## src/rtl/commit_trace_unit_pkg.sv

```systemverilog
// Shared definitions for the commit trace unit.
//   - serializer state encoding
//   - commit record layout: {PC[31:0], RegDst[4:0], Data[31:0]}, PC in the MSBs
//   - word-index constants and a helper that extracts one 32-bit trace word
package commit_trace_unit_pkg;

    localparam int PC_W     = 32;
    localparam int DST_W    = 5;
    localparam int DATA_W   = 32;
    localparam int REC_W    = PC_W + DST_W + DATA_W;

    localparam int DATA_LSB = 0;
    localparam int DST_LSB  = DATA_W;
    localparam int PC_LSB   = DATA_W + DST_W;

    localparam logic [1:0] WORD_PC   = 2'd0;
    localparam logic [1:0] WORD_DST  = 2'd1;
    localparam logic [1:0] WORD_DATA = 2'd2;

    typedef enum logic [1:0] {
        ST_IDLE = 2'd0,
        ST_W0   = 2'd1,
        ST_W1   = 2'd2,
        ST_W2   = 2'd3
    } ser_state_e;

    function automatic logic [31:0] rec_word(input logic [REC_W-1:0] rec,
                                             input logic [1:0]       idx);
        logic [31:0] word;
        case (idx)
            WORD_PC:  word = rec[PC_LSB +: PC_W];
            WORD_DST: word = {{(32-DST_W){1'b0}}, rec[DST_LSB +: DST_W]};
            default:  word = rec[DATA_LSB +: DATA_W];
        endcase
        return word;
    endfunction

endpackage

```

## src/rtl/commit_trace_unit_if.sv

```systemverilog
// Signal bundle between the writeback/trace consumer side and the trace unit.
//   master : drives commit inputs, TraceReady and ClrOverflow; observes trace outputs
//   slave  : the trace unit itself
interface commit_trace_if #(
    parameter int DEPTH = 8,
    parameter int CNT_W = 8
);
    logic                     TraceEn;
    logic                     WbValid;
    logic                     WbRegWrite;
    logic [4:0]               WbRegDst;
    logic [31:0]              WriteData;
    logic [31:0]              PCValue;
    logic                     ClrOverflow;
    logic                     TraceReady;
    logic                     TraceValid;
    logic [31:0]              TraceData;
    logic                     TraceFirst;
    logic                     TraceLast;
    logic                     Overflow;
    logic [CNT_W-1:0]         DropCount;
    logic [$clog2(DEPTH):0]   Count;

    modport master (
        output TraceEn, WbValid, WbRegWrite, WbRegDst, WriteData, PCValue,
               ClrOverflow, TraceReady,
        input  TraceValid, TraceData, TraceFirst, TraceLast, Overflow,
               DropCount, Count
    );

    modport slave (
        input  TraceEn, WbValid, WbRegWrite, WbRegDst, WriteData, PCValue,
               ClrOverflow, TraceReady,
        output TraceValid, TraceData, TraceFirst, TraceLast, Overflow,
               DropCount, Count
    );
endinterface

```

## src/rtl/commit_trace_unit_fifo.sv

```systemverilog
// trace_fifo: synchronous FIFO of commit records.
// Ports:
//   clk, rst_n      clock, async active-low reset (pointers and count only)
//   i_push, i_pop   write / read strobes; both may be active on the same edge
//   i_wdata         record to write
//   o_rdata         head record (valid while o_count != 0)
//   o_count         records held, 0..DEPTH
// The caller never pushes when full without a pop, nor pops when empty.
module trace_fifo #(
    parameter int DEPTH = 8,
    parameter int WIDTH = 69
) (
    input  logic                    clk,
    input  logic                    rst_n,
    input  logic                    i_push,
    input  logic                    i_pop,
    input  logic [WIDTH-1:0]        i_wdata,
    output logic [WIDTH-1:0]        o_rdata,
    output logic [$clog2(DEPTH):0]  o_count
);
    localparam int AW = $clog2(DEPTH);

    logic [WIDTH-1:0] r_mem [DEPTH];
    logic [AW-1:0]    r_wr_ptr;
    logic [AW-1:0]    r_rd_ptr;
    logic [AW:0]      r_count;

    // Storage carries no reset; only the pointers define what is valid.
    always_ff @(posedge clk) begin
        if (i_push) begin
            r_mem[r_wr_ptr] <= i_wdata;
        end
    end

    // DEPTH is a power of two, so pointers wrap naturally.
    always_ff @(posedge clk or negedge rst_n) begin
        if (!rst_n) begin
            r_wr_ptr <= '0;
            r_rd_ptr <= '0;
            r_count  <= '0;
        end else begin
            if (i_push) begin
                r_wr_ptr <= r_wr_ptr + AW'(1);
            end
            if (i_pop) begin
                r_rd_ptr <= r_rd_ptr + AW'(1);
            end
            case ({i_push, i_pop})
                2'b10:   r_count <= r_count + (AW+1)'(1);
                2'b01:   r_count <= r_count - (AW+1)'(1);
                default: r_count <= r_count;
            endcase
        end
    end

    assign o_rdata = r_mem[r_rd_ptr];
    assign o_count = r_count;

endmodule

```

## src/rtl/commit_trace_unit.sv

```systemverilog
// commit_trace_unit: captures register-file writebacks into a record FIFO and
// serializes each record as three 32-bit words (PC, RegDst, Data) over a
// valid/ready stream. Drops on a full FIFO are flagged and counted.
// Ports:
//   Clk   system clock
//   Rst   async active-low reset; release is aligned to Clk internally
//   bus   commit_trace_if.slave (commit inputs, trace stream, status)
//
// state   | meaning
// IDLE    | nothing presented, FIFO empty at last look
// W0      | presenting head.PC (TraceFirst)
// W1      | presenting head.RegDst
// W2      | presenting head.Data (TraceLast); handshake pops the record
module commit_trace_unit
    import commit_trace_unit_pkg::*;
#(
    parameter int DEPTH = 8,
    parameter int CNT_W = 8
) (
    input  logic            Clk,
    input  logic            Rst,
    commit_trace_if.slave   bus
);
    localparam int CW = $clog2(DEPTH) + 1;

    logic              r_run;
    ser_state_e        r_state;
    ser_state_e        w_next;
    logic [CW-1:0]     w_count;
    logic [REC_W-1:0]  w_head;
    logic [REC_W-1:0]  w_wr_rec;
    logic              w_qual;
    logic              w_full;
    logic              w_pop;
    logic              w_push;
    logic              w_drop;
    logic              r_ovf;
    logic [CNT_W-1:0]  r_drop_cnt;
    logic              w_valid;
    logic              w_first;
    logic              w_last;
    logic [31:0]       w_data;

    // Capture is held off for the first edge after reset release so the
    // release itself never races a capture.
    always_ff @(posedge Clk or negedge Rst) begin
        if (!Rst) begin
            r_run <= 1'b0;
        end else begin
            r_run <= 1'b1;
        end
    end

    assign w_qual   = r_run & bus.TraceEn & bus.WbValid & bus.WbRegWrite &
                      (bus.WbRegDst != 5'd0);
    assign w_full   = (w_count == CW'(DEPTH));
    assign w_pop    = (r_state == ST_W2) & bus.TraceReady;
    // A full FIFO still accepts when the head leaves on the same edge.
    assign w_push   = w_qual & (~w_full | w_pop);
    assign w_drop   = w_qual & ~w_push;
    assign w_wr_rec = {bus.PCValue, bus.WbRegDst, bus.WriteData};

    trace_fifo #(
        .DEPTH (DEPTH),
        .WIDTH (REC_W)
    ) u_fifo (
        .clk     (Clk),
        .rst_n   (Rst),
        .i_push  (w_push),
        .i_pop   (w_pop),
        .i_wdata (w_wr_rec),
        .o_rdata (w_head),
        .o_count (w_count)
    );

    always_ff @(posedge Clk or negedge Rst) begin
        if (!Rst) begin
            r_state <= ST_IDLE;
        end else begin
            r_state <= w_next;
        end
    end

    always_comb begin
        w_next  = r_state;
        w_valid = 1'b0;
        w_first = 1'b0;
        w_last  = 1'b0;
        w_data  = 32'd0;
        case (r_state)
            ST_IDLE: begin
                if (w_count != '0) begin
                    w_next = ST_W0;
                end
            end
            ST_W0: begin
                w_valid = 1'b1;
                w_first = 1'b1;
                w_data  = rec_word(w_head, WORD_PC);
                if (bus.TraceReady) begin
                    w_next = ST_W1;
                end
            end
            ST_W1: begin
                w_valid = 1'b1;
                w_data  = rec_word(w_head, WORD_DST);
                if (bus.TraceReady) begin
                    w_next = ST_W2;
                end
            end
            ST_W2: begin
                w_valid = 1'b1;
                w_last  = 1'b1;
                w_data  = rec_word(w_head, WORD_DATA);
                if (bus.TraceReady) begin
                    // Occupancy after this pop, including a same-edge push.
                    if ((w_count > CW'(1)) || w_push) begin
                        w_next = ST_W0;
                    end else begin
                        w_next = ST_IDLE;
                    end
                end
            end
            default: w_next = ST_IDLE;
        endcase
    end

    // A drop coinciding with a clear restarts the tally at one.
    always_ff @(posedge Clk or negedge Rst) begin
        if (!Rst) begin
            r_ovf      <= 1'b0;
            r_drop_cnt <= '0;
        end else if (w_drop) begin
            r_ovf <= 1'b1;
            if (bus.ClrOverflow) begin
                r_drop_cnt <= CNT_W'(1);
            end else if (r_drop_cnt != '1) begin
                r_drop_cnt <= r_drop_cnt + CNT_W'(1);
            end
        end else if (bus.ClrOverflow) begin
            r_ovf      <= 1'b0;
            r_drop_cnt <= '0;
        end
    end

    assign bus.TraceValid = w_valid;
    assign bus.TraceData  = w_data;
    assign bus.TraceFirst = w_first;
    assign bus.TraceLast  = w_last;
    assign bus.Overflow   = r_ovf;
    assign bus.DropCount  = r_drop_cnt;
    assign bus.Count      = w_count;

endmodule

```

## src/flat_wrapper.sv

```systemverilog
// flat-port wrapper written by rule: the top's interface ports become plain ports
module commit_trace_unit_flat import commit_trace_unit_pkg::*;
#(
    parameter int DEPTH = 8,
    parameter int CNT_W = 8
)
  (Clk, Rst, bus_TraceEn, bus_WbValid, bus_WbRegWrite, bus_WbRegDst, bus_WriteData, bus_PCValue, bus_ClrOverflow, bus_TraceReady, bus_TraceValid, bus_TraceData, bus_TraceFirst, bus_TraceLast, bus_Overflow, bus_DropCount, bus_Count);
  commit_trace_if #(.DEPTH(DEPTH), .CNT_W(CNT_W)) bus_i ();
  input  logic Clk;
  input  logic Rst;
  input wire logic [$bits(bus_i.TraceEn)-1:0] bus_TraceEn;
  input wire logic [$bits(bus_i.WbValid)-1:0] bus_WbValid;
  input wire logic [$bits(bus_i.WbRegWrite)-1:0] bus_WbRegWrite;
  input wire logic [$bits(bus_i.WbRegDst)-1:0] bus_WbRegDst;
  input wire logic [$bits(bus_i.WriteData)-1:0] bus_WriteData;
  input wire logic [$bits(bus_i.PCValue)-1:0] bus_PCValue;
  input wire logic [$bits(bus_i.ClrOverflow)-1:0] bus_ClrOverflow;
  input wire logic [$bits(bus_i.TraceReady)-1:0] bus_TraceReady;
  output wire logic [$bits(bus_i.TraceValid)-1:0] bus_TraceValid;
  output wire logic [$bits(bus_i.TraceData)-1:0] bus_TraceData;
  output wire logic [$bits(bus_i.TraceFirst)-1:0] bus_TraceFirst;
  output wire logic [$bits(bus_i.TraceLast)-1:0] bus_TraceLast;
  output wire logic [$bits(bus_i.Overflow)-1:0] bus_Overflow;
  output wire logic [$bits(bus_i.DropCount)-1:0] bus_DropCount;
  output wire logic [$bits(bus_i.Count)-1:0] bus_Count;
  assign bus_i.TraceEn = bus_TraceEn;
  assign bus_i.WbValid = bus_WbValid;
  assign bus_i.WbRegWrite = bus_WbRegWrite;
  assign bus_i.WbRegDst = bus_WbRegDst;
  assign bus_i.WriteData = bus_WriteData;
  assign bus_i.PCValue = bus_PCValue;
  assign bus_i.ClrOverflow = bus_ClrOverflow;
  assign bus_i.TraceReady = bus_TraceReady;
  assign bus_TraceValid = bus_i.TraceValid;
  assign bus_TraceData = bus_i.TraceData;
  assign bus_TraceFirst = bus_i.TraceFirst;
  assign bus_TraceLast = bus_i.TraceLast;
  assign bus_Overflow = bus_i.Overflow;
  assign bus_DropCount = bus_i.DropCount;
  assign bus_Count = bus_i.Count;
  commit_trace_unit #(.DEPTH(DEPTH), .CNT_W(CNT_W)) u_core (.Clk(Clk), .Rst(Rst), .bus(bus_i));
endmodule
```

## config.mk

```make
export PLATFORM = sky130hd
export DESIGN_NAME = commit_trace_unit_flat
export DESIGN_NICKNAME = d
export VERILOG_FILES = /design/src/rtl/commit_trace_unit_pkg.sv /design/src/rtl/commit_trace_unit_if.sv /design/src/rtl/commit_trace_unit_fifo.sv /design/src/rtl/commit_trace_unit.sv /design/src/flat_wrapper.sv
export SDC_FILE = /design/constraint.sdc
export NUM_CORES = 1
export LEC_CHECK = 0
export ABC_AREA = 0
export CORE_UTILIZATION = 51
export CTS_CLUSTER_DIAMETER = 50
export DETAILED_ROUTE_END_ITERATION = 8
export PLACE_DENSITY_LB_ADDON = 0.2
export SLEW_MARGIN = 20
export SYNTH_ARGS = -nofsm -noshare
export SYNTH_HDL_FRONTEND = slang
export SYNTH_HIERARCHICAL = 1
export SYNTH_SLANG_ARGS = --single-unit
```

## constraint.sdc

```tcl
create_clock -name Clk -period 9.31 [get_ports Clk]
set_input_delay 0.931 -clock Clk [delete_from_list [all_inputs] [get_ports Clk]]
set_output_delay 0.931 -clock Clk [all_outputs]
set_load 0.01 [all_outputs]
```

* Yosys cells after proc, flatten, opt, wreduce, memory -nomap -nowiden *
Memory sizes are Yosys's and may differ from the RTL's.
Index checks and enable logic that the tools add are counted.
Widths: inputs -> output; s select.

cells by class
  add/sub/neg operators = 5
  multiply operators = 0
  divide/modulo/power cells = 0
  $lt $le $gt $ge = 1
  equal/unequal tests = 11
  shift-type cells = 0
  muxes and demuxes = 19
  bitwise operators = 10
  reduce and logical (&&, ||, !) cells = 10

operator list
  cell                 number
  $pmux 32 s3          1
  $mux 8               4
  $add 8x1->8 const B  1
  $mux 1               8
  $mux 2               4
  $ne 8x8->1 const B   1
  $pmux 2 s4           1
  $pmux 4 s2           1
  $and 1x1->1          7
  $add 3x1->3 const B  2
  $eq 2x2->1 const B   3
  $ne 2x2->1 const B   3
  $reduce_bool 2->1    3
  $reduce_bool 5->1    1
  $add 4x1->4 const B  1
  $eq 2x1->1 const B   2
  $eq 4x4->1 const B   1
  $gt 4x1->1 const B   1
  $reduce_and 4->1     1
  $reduce_bool 4->1    1
  $sub 4x1->4 const B  1
  $reduce_or 3->1      1
  $logic_not 2->1      1
  $ne 2x1->1 const B   1
  4 further kinds      5

word-level totals
  flip-flop bits (word level) = 22
  bits in latches = 0
  memory bits (writable) = 552
  bits in read-only memories = 0
  logic and storage cells = 64
  memories = 1

memory list
  memory               words  width  read ports  clocked after Yosys merged registers in  write ports  line                          text
  u_core.u_fifo.r_mem  8      69     1           0                                        1            commit_trace_unit_fifo.sv:23  logic [WIDTH-1:0] r_mem [DEPTH];

* Depth between registers and ports, before layout *
Gate-level depths: netlist (run 1).

  depth in word-level cells = 9
  mapped depth = 14
  gate-level depth less buffers = 12

* Hierarchy *
The synthesis (run 1) kept the hierarchy.

by module, submodules not included
  module             times used  cells an instance  area each (um^2)
  trace_fifo         1           850                21274.2
  commit_trace_unit  1           163                1229.9

* Worst setup path after synthesis (run 1) *
No wires, ideal clock.

  path type = input -> register
  from = input port bus_TraceReady
  to = memory u_core.u_fifo.r_mem[1][0], enable pin
  library setup time = 0.581 ns
  arrival = 6.423 ns
  required time = 8.729 ns
  setup slack = 2.306 ns
  cell stages on the path = 6
  buffers on the path = 1
  cells stage by stage = nand2_4 and4b_1 buf_2 nor2_1 nand2_1 nor3_1

between the ends
  word-level cells in the longest chain between the ends = 5

ends and longest elaborated chain
  element                       line                          text
  start, declared               flat_wrapper.sv:18            input wire logic [$bits(bus_i.TraceReady)-1:0] bus_TraceReady;
  $and 1x1->1                   commit_trace_unit.sv:57       assign w_pop = (r_state == ST_W2) & bus.TraceReady;
  $or 1x1->1                    commit_trace_unit.sv:59       assign w_push = w_qual & (~w_full | w_pop);
  $and 1x1->1                   commit_trace_unit.sv:59
  named net u_core.w_push       commit_trace_unit.sv:35       logic w_push;
  $mux 1                        commit_trace_unit_fifo.sv:30  if (i_push) begin
  $mux 1 (implied by the code)  commit_trace_unit_fifo.sv:31  r_mem[r_wr_ptr] <= i_wdata;
  end, declared                 commit_trace_unit_fifo.sv:23

The timed path passes the listed nets, and every way through them passes these cells.

* Worst setup path after layout (run 1) *
  from = register u_core.u_fifo.r_rd_ptr[0]
  to = output port bus_TraceData[22]

between the ends
  word-level cells in the longest chain between the ends = 2

ends and longest elaborated chain
  element                      line                          text
  start, declared              commit_trace_unit_fifo.sv:25  logic [AW-1:0] r_rd_ptr;
  start signal, assigned       commit_trace_unit_fifo.sv:46  r_rd_ptr <= r_rd_ptr + AW'(1);
  $mem_v2 8x69                 n/a
  named net u_core.w_head[22]  commit_trace_unit.sv:30       logic [REC_W-1:0] w_head;
  $pmux 32 s3                  commit_trace_unit.sv:90       case (r_state)
  end, declared                flat_wrapper.sv:20            output wire logic [$bits(bus_i.TraceData)-1:0] bus_TraceData;

The timed path passes the listed nets, and every way through them passes these cells.

==> flow_metrics.env, run 1 <==
export IMPL_outcome="complete, no violations"
export IMPL_cts_tree="yes"
export IMPL_p_per_area_nw_per_um2=280
export IMPL_cts_setup_buffers=0
export IMPL_core_area_um2=43300
export IMPL_clk_latency_ns=0.61
export IMPL_peakVddDrop_uv=186
export IMPL_clock_sinks=574
export IMPL_crit_required_ns=8.38
export IMPL_async_flop_share_pct=3.83
export IMPL_core_rowCount=76
export IMPL_cts_hold_buffers_added=0
export IMPL_die_w_um=212
export IMPL_dp_hpwl_um=23600
export IMPL_grt_ovfl_total=0
export IMPL_io_buffers=123
export IMPL_critPathCaptureType="output pin"
export IMPL_pwr_share_comb_pct=28.3
export IMPL_avgSynthCellArea_um2=22.2
export IMPL_synth_nets=1100
export IMPL_layout_commonest_cell="edfxtp_1"
export IMPL_cp_arrival_ns=4.06
export IMPL_rsz0062_at_grt="no"
export IMPL_drc=0
export IMPL_cts_root_buf="clkbuf_16"
export IMPL_grt_max_degree=105
export IMPL_ys_flop_type="edfxtp_1"
export IMPL_p_int_w=0.00533
export IMPL_slew_headroom_pct=34.4
export IMPL_die_y_um=212
export IMPL_hold_viol_final=0
export IMPL_drt_wirelength_per_cell_um=25.4
export IMPL_vias=10500
export IMPL_fin_crit_sh_pct=53.6
export IMPL_netlist_instances=1013
export IMPL_route_antenna_remaining_nets=0
export IMPL_clock_power_share_pct=30.1
export IMPL_first_global_vias=11000
export IMPL_clock_skew_ns=0.0204
export IMPL_dieArea_um2=45000
export IMPL_seqPwrFrac_pct=41.6
export IMPL_gp_congestion=0.750
export IMPL_tightest_slew_ns=0.984
export IMPL_wl_um=45600
export IMPL_critPathKind="reg -> out"
export IMPL_drt_iter0_markers=814
export IMPL_fillers=3063
export IMPL_htreeDepth=2
export IMPL_synth_cell_types=44
export IMPL_yosysWarnings=6
export IMPL_cts_buffers=57
export IMPL_swShare_pct=27.5
export IMPL_grt_usage_pct=21.0
export IMPL_period_minus_slack_ns=4.99
export IMPL_final_nets=1252
export IMPL_synth_edff_count=552
export IMPL_reg2reg_to="u_core/u_fifo/r_mem[0][18]"
export IMPL_via_per_inst=5.82
export IMPL_drtPass1Iterations=5
export IMPL_fmax_mhz=200
export IMPL_start_util_pct=52.0
export IMPL_cts_repair_resized=0
export IMPL_synth_seq_area_share_pct=76.1
export IMPL_clockBufferDepth=3
export IMPL_p_total_w=0.00735
export IMPL_ios=124
export IMPL_hold_path_class="in -> async"
export IMPL_reg2reg_slack_ns=5.51
export IMPL_maxCapViolCount=0
export IMPL_setup_viol=0
export IMPL_path_max_fanout=104
export IMPL_p_switching_w=0.00202
export IMPL_syn_to_final_growth_pct=16.5
export IMPL_drive_gt1_share_pct=27.1
export IMPL_clk_pin_slew_ns=0.06
export IMPL_antenna_found_initial=3
export IMPL_final_cell_mix="552 x edfxtp_1, 137 x mux4_2, 122 x clkdlybuf4s50_1"
export IMPL_grt_pass1_wl_um=68400
export IMPL_crit_path_start_kind="flop"
export IMPL_drv_slew=0
export IMPL_timing_rr_start="u_core/r_state[1]"
export IMPL_tns_ns=0
export IMPL_netlist_area_um2=22500
export IMPL_power_leakage_nw=8.32
export IMPL_rr_worst_depth=8
export IMPL_ys_ff_latch=574
-- state kept, by name, summed over array words and instances (netlist names) --
| signal | count |
|---|---|
| u_core/u_fifo/r_mem | 552 |
| u_core/bus.DropCount | 8 |
| u_core/u_fifo/o_count | 4 |
| u_core/u_fifo/r_rd_ptr | 3 |
| u_core/u_fifo/r_wr_ptr | 3 |
| u_core/r_state | 2 |
| u_core/bus.Overflow | 1 |
| u_core/r_run | 1 |
-- area by class of cell --
cell class	instances	area (um2)	share of cell area, %
clock inverter	34	319	1.22
clock buffer	68	1490	5.68
sequential	574	17100	65.4
tap	585	732	2.79
inverter	8	30.0	0.115
timing repair buffer	146	1410	5.38
antenna	2	5.00	0.0191
multi-input combinational	378	5090	19.4
-- worst max-delay path, stage by stage, from the launching register on --
cell	delay, ns
dfrtp_4	0.91
buf_12	0.64
mux4_2	0.60
mux2_2	0.29
a22oi_1	0.29
nor2_1	0.07
clkdlybuf4s50_1	0.49
-- cell families after synthesis --
group	synth area share (%)
AOI/OAI and AO/OA	1.85
xor gates and xnor gates	0.350
adders and majority gates	0.612
buffers and inverters	1.56
DFF	76.1
muxes	17.6
other	0.0167
and+or+nand+nor	1.88
-- synthesized netlist by cell type (all sizes together) (2+ instances only) --
library cell	instances	area share, %
a21oi	4	0.089
a222oi	5	0.22
a22oi	28	0.93
a311oi	4	0.16
a31oi	4	0.11
buf	29	1.0
clkbuf	24	0.40
dfrtp	22	2.4
edfxtp	552	74
ha	11	0.61
inv	8	0.13
mux2	76	3.8
mux4	138	14
nand2	7	0.15
nand2b	3	0.083
nand3	4	0.089
nand4	4	0.11
nor2	50	0.83
nor2b	7	0.19
nor3	5	0.11
nor4	3	0.083
o32ai	2	0.11
or3	2	0.056
xnor2	3	0.12
xor2	6	0.23
-- through the flow --
step                util [%]  setup WS, ns  instances  area, um2  hold WS (ns)
floorplan                  -          2.31       1013      22500         0.479
global placement        56.4          4.60       1691      24400         0.507
detailed placement      56.4          4.44       1691      24400         0.513
CTS                     60.6          4.14       1793      26200         0.537
global route            60.6          4.04       1793      26200         0.336
finish                  60.6          4.32       1795      26200         0.302
-- per-layer routing --
layer / vias up / share of wire, % / global-route usage [%]
met1: 5552 / 43 / 28.6
met5: - / 0.029 / 0
met3: 57 / 5.0 / 3.63
met2: 277 / 50 / 35.2
li1: 4562 / - / -
met4: 2 / 1.7 / 5.82
-- power by group through the flow --
stage	registers (W)	logic (W)	clock network, W
3_5_place_dp	0.00311	0.00211	0
3_3_place_gp	0.00311	0.00209	0
2_1_floorplan	0.00300	0.00153	0
5_1_grt	0.00307	0.00223	0.00236
6_report	0.00305	0.00208	0.00221
4_1_cts	0.00306	0.00212	0.00226
-- how the worst max path moves through the flow --
| stage | startpoint | end | slack (ns) | cells past startpoint |
|---|---|---|---|---|
| floorplan | bus_TraceReady | u_core/u_fifo/r_mem[1][0] | 2.31 | 6 |
| global placement | bus_WbRegDst[3] | u_core/u_fifo/r_mem[0][54] | 4.60 | 8 |
| detailed placement | bus_WbRegDst[4] | u_core/u_fifo/r_mem[0][54] | 4.44 | 8 |
| CTS | u_core/u_fifo/r_rd_ptr[0] | bus_TraceData[28] | 4.14 | 6 |
| global route | u_core/u_fifo/r_rd_ptr[0] | bus_TraceData[1] | 4.04 | 6 |
| finish | u_core/u_fifo/r_rd_ptr[0] | bus_TraceData[22] | 4.32 | 6 |
No activity file was read; power rests on OpenSTA's default activity.
==> run 2: changes to the inputs <==
- clock period: 9.31 -> 4.9 ns (I/O delays scaled with it)
==> run 2 against run 1 <==
Total power grew 94%. Final area grew 1.1%. Sequential cell count is the same. Setup slack lost 3.6 ns. Wire length shrank 0.82%. Highest routed layer unchanged.
==> flow_metrics.env, run 2 (synthesis results as in run 1) <==
export IMPL_grt_ovfl_total=0
export IMPL_drv_slew=0
export IMPL_syn_to_final_growth_pct=17.7
export IMPL_largest_register_ffs=552
export IMPL_core_area_um2=43300
export IMPL_grt_usage_pct=20.8
export IMPL_peakVddDrop_uv=274
export IMPL_die_y_um=212
export IMPL_clock_skew_ns=0.0125
export IMPL_path_max_fanout=34
export IMPL_dieArea_um2=45000
export IMPL_cts_setup_buffers=0
export IMPL_route_antenna_remaining_nets=0
export IMPL_worst_slack_ns=0.680
export IMPL_dp_hpwl_um=23800
export IMPL_drt_wirelength_per_cell_um=25.0
export IMPL_reg2reg_to="u_core/u_fifo/r_mem[2][32]"
export IMPL_wl_um=45200
export IMPL_grt_pass1_wl_um=67600
export IMPL_io_buffers=123
export IMPL_vias=10500
export IMPL_drc=0
export IMPL_die_w_um=212
export IMPL_p_total_w=0.0142
export IMPL_clockBufferDepth=3
export IMPL_hold_path_class="in -> async"
export IMPL_dp_slack_ns=1.28
export IMPL_slew_headroom_pct=28.4
export IMPL_outcome="complete, no violations"
export IMPL_crit_required_ns=4.41
export IMPL_first_global_vias=11100
export IMPL_final_nets=1258
export IMPL_crit_path_start_kind="flop"
export IMPL_period_minus_slack_ns=4.22
export IMPL_drive_gt1_share_pct=27.8
export IMPL_drtPass1Iterations=7
export IMPL_clk_pin_slew_ns=0.06
export IMPL_top_register="u_core/u_fifo/r_mem"
export IMPL_cts_hold_buffers_added=0
export IMPL_grt_max_degree=70
export IMPL_setup_viol=0
export IMPL_start_util_pct=52.0
export IMPL_layout_commonest_cell="edfxtp_1"
export IMPL_clk_latency_ns=0.61
export IMPL_rr_worst_depth=7
export IMPL_cts_root_buf="clkbuf_16"
export IMPL_final_cell_mix="552 x edfxtp_1, 137 x mux4_2, 122 x clkdlybuf4s50_1"
export IMPL_cts_repair_resized=0
export IMPL_cts_buffers=59
export IMPL_cp_arrival_ns=3.73
export IMPL_htreeDepth=2
export IMPL_cts_tree="yes"
export IMPL_maxCapViolCount=0
export IMPL_core_rowCount=76
export IMPL_via_per_inst=5.82
export IMPL_gp_congestion=0.751
export IMPL_fin_crit_sh_pct=86.1
export IMPL_timing_rr_start="u_core/r_state[1]"
export IMPL_p_per_area_nw_per_um2=537
export IMPL_hold_viol_final=0
export IMPL_critPathKind="reg -> out"
export IMPL_tightest_slew_ns=1.07
export IMPL_critPathCaptureType="output pin"
export IMPL_drt_iter0_markers=784
export IMPL_reg2reg_slack_ns=1.89
export IMPL_clock_sinks=574
export IMPL_fmax_mhz=237
export IMPL_rsz0062_at_grt="no"
export IMPL_power_leakage_nw=8.44
export IMPL_antenna_found_initial=4
export IMPL_ios=124
-- run 2: cell count changes in the layout (fill, tap and decap cells not counted), moves of 2 or more --
cell	previous run	this run
buf_12	1	10
buf_4	22	16
clkbuf_1	10	5
clkbuf_16	58	61
clkinv_1	17	19
clkinv_2	7	10
inv_8	0	2
nor3_2	2	0
nor3_4	0	2
-- run 2: cell type report --
class,count,area (um2)
antenna,2,5.00
clock buffer,66,1550
clock inverter,42,387
fill,3057,16800
inverter,8,30.0
multi-input combinational,378,5100
sequential,574,17100
tap,585,732
timing repair buffer,150,1560
-- run 2: stage by stage --
stage / instance area [um2] / util (%) / cells / hold slack [ns] / setup TNS [ns]
floorplan: 22500 / - / 1013 / 0.194 / -30.51
global placement: 24600 / 56.7 / 1694 / 0.519 / 0
detailed placement: 24600 / 56.7 / 1694 / 0.516 / 0
CTS: 26500 / 61.2 / 1802 / 0.463 / 0
global route: 26500 / 61.2 / 1803 / 0.461 / 0
finish: 26500 / 61.2 / 1805 / 0.405 / 0
-- run 2: how the worst max path moves through the flow --
stage	startpoint	endpoint	slack, ns	cells after the start
CTS	u_core/u_fifo/r_rd_ptr[0]	bus_TraceData[3]	0.61	6
floorplan	u_core/r_state[1]	u_core/u_fifo/r_mem[7][0]	-0.09	8
global route	u_core/u_fifo/r_rd_ptr[0]	bus_TraceData[1]	0.48	6
global placement	u_core/u_fifo/r_rd_ptr[0]	bus_TraceData[3]	1.28	6
detailed placement	u_core/u_fifo/r_rd_ptr[0]	bus_TraceData[3]	1.28	6
finish	u_core/u_fifo/r_rd_ptr[0]	bus_TraceData[21]	0.68	6
-- run 2: where the power goes --
part           internal (W)  switching, W  leakage (nW)  total, W
clock               0.00262       0.00180         0.946   0.00443
sequential          0.00552      0.000356          5.24   0.00588
combinational       0.00219       0.00173          2.25   0.00392
-- run 2: critical path, stage by stage, from the launching register on --
cell	delay, ns
dfrtp_4	0.92
buf_4	0.37
mux4_2	0.53
mux2_2	0.28
a22oi_1	0.40
nor2_1	0.08
clkdlybuf4s50_1	0.51
-- run 2: routing by layer --
layer | routed length, um | global-route usage (%)
met1 | 19500 | 28.4
met2 | 22700 | 34.3
met3 | 2040 | 3.84
met4 | 918 | 6.25
met5 | 47 | 0
==> run 3: changes to the inputs <==
- CORE_MARGIN: not set -> 3
- RECOVER_POWER: not set -> 100
- SLEW_MARGIN: 20 -> not set
==> run 3 against run 2 <==
The run now ends with capacitance limit, slew limit left. Via count increased by 0.44%. Worst hold slack improved by 0.11 ns. Critical path depth unchanged. Final cell count decreased by 0.22%. Clock skew increased by 0.0022 ns.
==> flow_metrics.env, run 3 (synthesis results as in run 1) <==
export IMPL_outcome="finished with violations"
export IMPL_violations="capacitance limit, slew limit"
export IMPL_cts_tree="yes"
export IMPL_slew_headroom_pct=-77.1
export IMPL_core_area_um2=43400
export IMPL_crit_path_start_kind="flop"
export IMPL_grt_usage_pct=19.6
export IMPL_p_per_area_nw_per_um2=527
export IMPL_clockBufferDepth=3
export IMPL_timing_rr_start="u_core/r_state[1]"
export IMPL_crit_required_ns=4.41
export IMPL_grt_pass1_wl_um=69000
export IMPL_drive_gt1_share_pct=26.0
export IMPL_rr_worst_depth=7
export IMPL_clk_latency_ns=0.59
export IMPL_path_max_fanout=20
export IMPL_route_antenna_remaining_nets=0
export IMPL_tightest_slew_ns=2.65
export IMPL_start_util_pct=51.9
export IMPL_drt_iter0_markers=925
export IMPL_layout_commonest_cell="edfxtp_1"
export IMPL_setup_viol=0
export IMPL_peakVddDrop_uv=363
export IMPL_clock_sinks=574
export IMPL_vias=10600
export IMPL_top_register="u_core/u_fifo/r_mem"
export IMPL_gp_congestion=0.733
export IMPL_syn_to_final_growth_pct=16.4
export IMPL_dieArea_um2=46700
export IMPL_cts_hold_buffers_added=0
export IMPL_place_inst=1691
export IMPL_seqPwrFrac_pct=42.1
export IMPL_critPathKind="reg -> out"
export IMPL_pwr_share_comb_pct=28.0
export IMPL_cts_repair_resized=0
export IMPL_grt_ovfl_total=0
export IMPL_largest_register_ffs=552
export IMPL_reg2reg_slack_ns=0.56
export IMPL_clk_pin_slew_ns=0.06
export IMPL_power_leakage_nw=8.42
export IMPL_die_y_um=216
export IMPL_ios=124
export IMPL_wl_um=44900
export IMPL_tns_ns=0
export IMPL_cts_root_buf="clkbuf_16"
export IMPL_period_minus_slack_ns=4.47
export IMPL_final_cell_mix="552 x edfxtp_1, 137 x mux4_2, 112 x dlygate4sd3_1"
export IMPL_hold_path_class="in -> async"
export IMPL_antenna_found_initial=5
export IMPL_cp_arrival_ns=3.98
export IMPL_io_buffers=123
export IMPL_cts_setup_buffers=0
export IMPL_maxCapViolCount=6
export IMPL_die_w_um=216
export IMPL_reg2reg_to="u_core/u_fifo/r_mem[3][1]"
export IMPL_clock_power_share_pct=29.9
export IMPL_hold_viol_final=0
export IMPL_clock_skew_ns=0.0146
export IMPL_fin_cells=1801
export IMPL_fin_crit_sh_pct=91.2
export IMPL_swShare_pct=27.8
export IMPL_fmax_mhz=224
export IMPL_p_int_w=0.00997
export IMPL_drtPass1Iterations=5
export IMPL_core_rowCount=76
export IMPL_grt_max_degree=82
export IMPL_via_per_inst=5.86
export IMPL_first_global_vias=11000
export IMPL_drv_slew=272
export IMPL_drc=0
export IMPL_p_switching_w=0.00384
export IMPL_cts_buffers=58
export IMPL_htreeDepth=2
export IMPL_rsz0062_at_grt="no"
export IMPL_dp_hpwl_um=23700
export IMPL_final_nets=1253
export IMPL_critPathCaptureType="output pin"
export IMPL_drt_wirelength_per_cell_um=24.9
-- run 3: cell types whose count changed in the layout (fill, tap and decap cells not counted), sizes merged --
| cell | delta |
|---|---|
| buf | -17 |
| dlygate4sd3 | +111 |
| clkbuf | +19 |
| clkdlybuf4s50 | -111 |
| bufinv | -4 |
| clkinv | -2 |
-- run 3: worst max-delay path by stage --
stage / slack, ns / from / cells past startpoint / to
finish: 0.43 / u_core/r_state[1] / 6 / bus_TraceData[17]
global route: 0.24 / bus_WbRegDst[0] / 7 / u_core/u_fifo/r_mem[3][24]
CTS: 0.65 / u_core/u_fifo/r_rd_ptr[0] / 6 / bus_TraceData[1]
detailed placement: 1.15 / bus_WbRegDst[0] / 7 / u_core/u_fifo/r_mem[3][23]
global placement: 1.23 / bus_WbRegDst[0] / 7 / u_core/u_fifo/r_mem[3][23]
floorplan: -0.09 / u_core/r_state[1] / 8 / u_core/u_fifo/r_mem[7][0]
-- run 3: area by class of cell --
class                           count  area (um2)
Tap cell                          585         732
Multi-Input combinational cell    378        5040
Clock buffer                       72        1530
Fill cell                        3134       17200
Clock inverter                     36         268
Timing Repair Buffer              146        1460
Sequential cell                   574       17100
Inverter                            8        30.0
Antenna cell                        2        5.00
-- run 3: stage by stage --
stage	instance area [um2]	setup slack, ns	hold WS, ns	power, W	utilization [%]
after floorplan	22500	-0.0862	0.194	0.00862	-
after global placement	24600	1.23	0.507	0.00996	56.6
after detailed placement	24600	1.15	0.507	0.00998	56.6
after CTS	26300	0.651	0.468	0.0141	60.8
after global routing	26200	0.242	0.562	0.0145	60.4
final	26200	0.430	0.516	0.0138	60.4
-- run 3: critical path, stage by stage (launching register included) --
cell	delay (ns)
dfrtp_1	0.42
inv_1	0.12
ha_1	1.12
clkbuf_2	0.70
a22oi_1	0.23
nor2_1	0.15
dlygate4sd3_1	0.62
-- run 3: power by group through the flow --
stage | registers [W] | logic, W | clock network [W]
final | 0.00581 | 0.00387 | 0.00413
after global routing | 0.00585 | 0.00416 | 0.00445
after floorplan | 0.00570 | 0.00292 | 0
after CTS | 0.00583 | 0.00406 | 0.00423
after detailed placement | 0.00593 | 0.00404 | 0
after global placement | 0.00593 | 0.00403 | 0
-- run 3: routing by layer --
layer	global-route usage [%]	wire length [um]	vias up
li1	-	-	4566
met1	28.3	19500	5633
met2	31.7	22200	290
met3	3.74	2450	61
met4	4.38	762	2
met5	0	13	-
